<file path="config.mk">
export PLATFORM = sky130hd
export DESIGN_NAME = hiscore_upload_server
export DESIGN_NICKNAME = d
export VERILOG_FILES = /design/src/rtl/hiscore_upload_server.sv
export SDC_FILE = /design/constraint.sdc
export NUM_CORES = 1
export LEC_CHECK = 0
export BUFFER_PORTS_ARGS = -buffer_cell sky130_fd_sc_hd__buf_2
export CORE_AREA = 2 2 80 90
export DETAILED_ROUTE_END_ITERATION = 16
export DIE_AREA = 0 0 82 92
export GPL_ROUTABILITY_DRIVEN = 0
export PLACE_DENSITY_LB_ADDON = 0.1
export SYNTH_ARGS = -nofsm -noshare
export SYNTH_HDL_FRONTEND = slang
export SYNTH_SLANG_ARGS = --single-unit
</file>
<file path="constraint.sdc">
create_clock -name clk -period 2.1 [get_ports clk]
set_input_delay 0.21 -clock clk [delete_from_list [all_inputs] [get_ports clk]]
set_output_delay 0.21 -clock clk [all_outputs]
set_load 0.02 [all_outputs]
</file>
<file path="src/rtl/hiscore_upload_server.sv">
// Upload side of the HPS ioctl channel: pauses the CPU and serves hiscore/NVRAM bytes from core work RAM.
// Optional HISCORE_UPLOAD_CHECKSUM_EN: a read at addr==LENGTH returns the two's complement of the byte sum.
module hiscore_upload_server #(
  parameter int          AW          = 16,
  parameter logic [AW-1:0] BASE      = '0,
  parameter int          LENGTH      = 64,
  parameter int          RAM_LATENCY = 2
) (
  input  logic          clk,
  input  logic          reset,
  input  logic          save_trigger,
  input  logic          upload,
  input  logic          rd,
  input  logic [AW-1:0] addr,
  output logic [7:0]    din,
  output logic          wait_o,
  output logic          upload_req,
  output logic          pause_req,
  input  logic          paused,
  output logic [AW-1:0] ram_addr,
  output logic          ram_rd,
  input  logic [7:0]    ram_data,
  output logic          busy
);

  typedef enum logic [1:0] {S_IDLE, S_PAUSING, S_READY, S_FETCH} state_t;

  localparam int          CW    = (RAM_LATENCY > 1) ? $clog2(RAM_LATENCY) : 1;
  localparam logic [CW-1:0] LAST = CW'(RAM_LATENCY - 1);
  localparam logic [AW:0] LEN_W = (AW+1)'(LENGTH);

  state_t        state_q, state_d;
  logic          trig_q;
  logic          upload_req_q, upload_req_d;
  logic          pause_req_q, pause_req_d;
  logic          wait_q, wait_d;
  logic          ram_rd_q, ram_rd_d;
  logic [AW-1:0] ram_addr_q, ram_addr_d;
  logic [7:0]    din_q, din_d;
  logic [CW-1:0] cnt_q, cnt_d;
  logic          pend_q, pend_d;
  logic [AW-1:0] addr_q, addr_d;
  logic          start_rd;
  logic [AW-1:0] start_addr;
`ifdef HISCORE_UPLOAD_CHECKSUM_EN
  logic [7:0]    sum_q, sum_d;
`endif

  // NOTE: sequential state uses non-blocking assignments only, so every register samples pre-edge values.
  always_ff @(posedge clk or posedge reset) begin
    if (reset) begin
      state_q      <= S_IDLE;
      trig_q       <= 1'b0;
      upload_req_q <= 1'b0;
      pause_req_q  <= 1'b0;
      wait_q       <= 1'b0;
      ram_rd_q     <= 1'b0;
      ram_addr_q   <= '0;
      din_q        <= 8'h00;
      cnt_q        <= '0;
      pend_q       <= 1'b0;
      addr_q       <= '0;
`ifdef HISCORE_UPLOAD_CHECKSUM_EN
      sum_q        <= 8'h00;
`endif
    end else begin
      state_q      <= state_d;
      trig_q       <= save_trigger;
      upload_req_q <= upload_req_d;
      pause_req_q  <= pause_req_d;
      wait_q       <= wait_d;
      ram_rd_q     <= ram_rd_d;
      ram_addr_q   <= ram_addr_d;
      din_q        <= din_d;
      cnt_q        <= cnt_d;
      pend_q       <= pend_d;
      addr_q       <= addr_d;
`ifdef HISCORE_UPLOAD_CHECKSUM_EN
      sum_q        <= sum_d;
`endif
    end
  end

  // NOTE: every variable gets a default first so no path through this block can infer a latch.
  always_comb begin
    state_d      = state_q;
    upload_req_d = 1'b0;
    pause_req_d  = pause_req_q;
    wait_d       = wait_q;
    ram_rd_d     = ram_rd_q;
    ram_addr_d   = ram_addr_q;
    din_d        = din_q;
    cnt_d        = cnt_q;
    pend_d       = pend_q;
    addr_d       = addr_q;
    start_rd     = 1'b0;
    start_addr   = addr;
`ifdef HISCORE_UPLOAD_CHECKSUM_EN
    sum_d        = sum_q;
`endif

    case (state_q)
      S_IDLE: begin
        if (upload) begin
          state_d     = S_PAUSING;
          pause_req_d = 1'b1;
          pend_d      = 1'b0;
`ifdef HISCORE_UPLOAD_CHECKSUM_EN
          sum_d       = 8'h00;
`endif
        end else if (save_trigger && !trig_q) begin
          upload_req_d = 1'b1;
        end
      end
      S_PAUSING: begin
        // A read arriving before the pause is acknowledged is parked with wait_o held high.
        if (paused) begin
          if (pend_q) begin
            start_rd   = 1'b1;
            start_addr = addr_q;
          end else if (rd) begin
            start_rd = 1'b1;
          end else begin
            state_d = S_READY;
          end
        end else if (rd && !pend_q) begin
          pend_d = 1'b1;
          addr_d = addr;
          wait_d = 1'b1;
        end
      end
      S_READY: begin
        if (rd) start_rd = 1'b1;
      end
      S_FETCH: begin
        if (cnt_q == LAST) begin
          din_d    = ram_data;
          ram_rd_d = 1'b0;
          wait_d   = 1'b0;
          state_d  = S_READY;
`ifdef HISCORE_UPLOAD_CHECKSUM_EN
          sum_d    = sum_q + ram_data;
`endif
        end else begin
          cnt_d = cnt_q + CW'(1);
        end
      end
      default: state_d = S_IDLE;
    endcase

    // Out-of-range bytes are presented on the accepting edge with no wait cycles.
    if (start_rd) begin
      pend_d  = 1'b0;
      state_d = S_READY;
      if ({1'b0, start_addr} < LEN_W) begin
        ram_addr_d = BASE + start_addr;
        ram_rd_d   = 1'b1;
        wait_d     = 1'b1;
        cnt_d      = '0;
        state_d    = S_FETCH;
      end else begin
        din_d  = 8'hFF;
        wait_d = 1'b0;
`ifdef HISCORE_UPLOAD_CHECKSUM_EN
        if ({1'b0, start_addr} == LEN_W) din_d = 8'h00 - sum_q;
`endif
      end
    end

    // Upload dropping aborts everything; din keeps its last delivered byte.
    if (state_q != S_IDLE && !upload) begin
      state_d     = S_IDLE;
      ram_rd_d    = 1'b0;
      wait_d      = 1'b0;
      pause_req_d = 1'b0;
      pend_d      = 1'b0;
      din_d       = din_q;
`ifdef HISCORE_UPLOAD_CHECKSUM_EN
      sum_d       = sum_q;
`endif
    end
  end

  assign din        = din_q;
  assign wait_o     = wait_q;
  assign upload_req = upload_req_q;
  assign pause_req  = pause_req_q;
  assign ram_addr   = ram_addr_q;
  assign ram_rd     = ram_rd_q;
  assign busy       = (state_q != S_IDLE);

endmodule

</file>
==> impl_metrics.tcl <==
set metrics [dict create \
    all_layer_gr_usage 0.139 \
    finalSetupViolations 0 \
    filler_cell_count 669 \
    ff2ff_setup_slack_ns 0.15 \
    finalWorstPathRequiredPeriod_ns 1.95 \
    ff_to_ff_end "din[4]" \
    top_library_cells_by_usage_in_the_layout_fill_and_taps_aside "58 x sky130_fd_sc_hd__buf_2, 49 x sky130_fd_sc_hd__dfrtp_1, 30 x sky130_fd_sc_hd__nand2_1, 22 x sky130_fd_sc_hd__mux2_2, 15 x sky130_fd_sc_hd__inv_1" \
    first_global_vias 1636 \
    antenna_found_initial 0 \
    route.detailed.wl_per_inst_um 13.6 \
    cts_num_sinks 49 \
    global_route_wire_length_before_repair_mm 8.05 \
    cts_root_buffer "sky130_fd_sc_hd__clkbuf_8" \
    drtAntennaViolNets 0 \
    final_max_slew_violation_count 0 \
    clock_tree.buffer_depth 2 \
    post-cts-setup-buffers 0 \
    share_of_cells_above_drive_strength_1 0.402 \
    min-delay-path-class "input port to flop" \
    synth.lib_cells_used.distinct 33 \
    cts.htree.levels 2 \
    detail_route.first_pass.iterations 3 \
    worst_hold_path.num_cells 1 \
    global_route.overflow_total 0 \
    synth-seq-cells 49 \
    synthesis.yosys.warnings 0 \
    timing.max_cap.violations 0 \
    most_common_library_cell_in_the_layout_ignoring_fill_and_taps "sky130_fd_sc_hd__buf_2" \
    synthDominantCellAreaShare 0.540 \
    ir_drop_mv 0.349 \
    finalCoreUtilization 0.416 \
    chip_height_um 92 \
    vias_per_cell 4.62 \
    leading_post_synthesis_cells_by_cell_area "sky130_fd_sc_hd__dfrtp_1 54%, sky130_fd_sc_hd__mux2_2 11%, sky130_fd_sc_hd__nand2_1 5.0%, sky130_fd_sc_hd__o311a_1 3.5%, sky130_fd_sc_hd__and2_1 3.0%" \
    core_region_area_mm2 0.00673 \
    grt_max_degree 27 \
    core.rowCount 32 \
    via_count 1590 \
    number_of_buffers_added_on_ports 58 \
    clock_insertion_delay_worst_skew_ns 0.30 \
    antenna_diode_count 0 \
    leakagePower_nw 1.44 \
    fin_crit_sh 0.928 \
    timing.reg2reg.worst_path_depth 6 \
    post_route_wl_mm 4.66 \
    cts_tree "yes" \
    total_half_perimeter_wirelength_after_legalization_and_detailed_placement_mm 3.43 \
    run_status "complete, no violations" \
    synth.net_count 230 \
    clk_transition_reported_paths_ns 0.09 \
    fin_cells 344 \
    synth.largest_area_cell "sky130_fd_sc_hd__dfrtp_1" \
    cp_data_required_time_ns 2.34 \
    slew_headroom 0.611 \
    worst_ep_arrival_time_ns 2.19 \
    synth-seq-area-share 0.540 \
    p_per_area_mw_per_mm2 1090 \
    tightest_slew_ns 0.582 \
    final_net_count 294 \
    dpl.cell_count 336 \
    tns_ns 0 \
    tritoncts.num_buffers 5 \
    rsz0062_at_grt "no" \
    remaining_drc_errors 0 \
    min_from "save_trigger" \
    starting_utilization_of_the_core_area 0.338 \
    worstSetupEndpointType "flop" \
    finalClockSkew_ns 0.00751 \
    cp_max_fo 8 \
    layout.cell_area.non_filler_mm2 0.00280 \
    drtIter0Drc 62 \
    die_w_um 82 \
    crit_path_kind "flop to flop" \
    finalHoldViolations 0 \
    area_delta_synth_final_pct 23.0 \
    top_ports 59 \
    critPathLaunchType "flop" \
    postSynthCellCount 195 \
    r2r_start "state_q[1]" \
    placement.cell_area_mm2 0.00268 \
    post_synth.cell_area_avg_um2 11.7 \
    syn_area_mm2 0.00227 \
    worst_hold_path_ep "trig_q" \
    design.die.area_mm2 0.00754 \
    timing.fmax_mhz 513 \
]
[cells in the mapped netlist (all sizes together)]
master   number
a2111oi       1
a21oi         2
a221oi        1
a31oi         1
and2         12
and2b         2
and4          1
and4b         1
buf           6
clkbuf        3
dfrtp        49
ha            5
inv          16
mux2         28
mux2i         3
nand2        30
nand3         1
nor2          5
nor3          3
nor3b         2
nor4          5
o211a         1
o21a          3
o21ai         3
o22ai         1
o311a         8
or3b          1
or4           1
[flip-flops by register name, indices dropped and copies added (netlist names), 2 cells and up]
| signal | count |
|---|---|
| ram_addr | 16 |
| din | 8 |
| state_q | 2 |
| addr_q | 16 |
[repair_timing]
action | 4_1_cts | 5_1_grt
endpoints found under the hold margin | 23 | 0
resized for setup | 0 | 1
setup endpoints to repair | 0 | 4
hold buffers | 1 | 0
[worst max-delay path, stage by stage (launching register included)]
cell and delay, ns:
sky130_fd_sc_hd__dfrtp_1 0.41, sky130_fd_sc_hd__inv_1 0.10, sky130_fd_sc_hd__ha_1 0.23, sky130_fd_sc_hd__o211a_1 0.19, sky130_fd_sc_hd__o21ai_0 0.15, sky130_fd_sc_hd__or4_1 0.70, sky130_fd_sc_hd__nand2_1 0.12
[area by class of cell]
cell class	count	area, µm²	area share
sequential	49	1230	0.439
tap	85	106	0.0380
clock inverter	2	35.0	0.0125
timing repair buffer	66	365	0.131
inverter	16	60.1	0.0215
multi-input combinational	121	933	0.334
clock buffer	5	68.8	0.0246
[per-stage QoR]
stage	total power, mW	setup slack (ns)	hold slack [ns]
after floorplan	2.16	0.171	0.241
after global placement	2.42	0.161	0.291
final	3.05	0.151	0.0250
after global routing	3.29	0.0327	0.0147
after CTS	3.11	0.0857	0.0108
after detailed placement	2.43	0.0950	0.288
[how the worst max path moves through the flow]
stage | startpoint | endpoint | slack, ns | depth (start not counted)
after global routing | state_q[1] | din[2] | 0.03 | 6
after global placement | state_q[1] | ram_addr[5] | 0.16 | 6
after floorplan | state_q[1] | ram_addr[0] | 0.17 | 8
after detailed placement | state_q[1] | ram_addr[4] | 0.09 | 6
after CTS | state_q[1] | ram_addr[3] | 0.09 | 6
final | state_q[1] | din[4] | 0.15 | 6
[routing by layer]
layer	GRT usage	routed length, µm	vias to the layer above
li1	-	-	793
met3	0.0344	224	5
met4	0.0375	54	0
met1	0.202	2270	760
met5	0	0	-
met2	0.204	2110	32
[report_power, final]
part,switching [mW],total [mW],internal [mW]
Clock,0.311,0.657,0.347
Combinational,0.556,1.07,0.509
Sequential,0.137,1.33,1.19
[cell families after synthesis]
family / share of synthesized area
flip-flops: 0.540
buffers and inverters: 0.0501
AND/OR/NAND/NOR: 0.148
AO/OA/AOI/OAI: 0.0826
multiplexers: 0.152
adder cells (fa/ha/maj): 0.0275
Power figures use the tool's default switching activity.
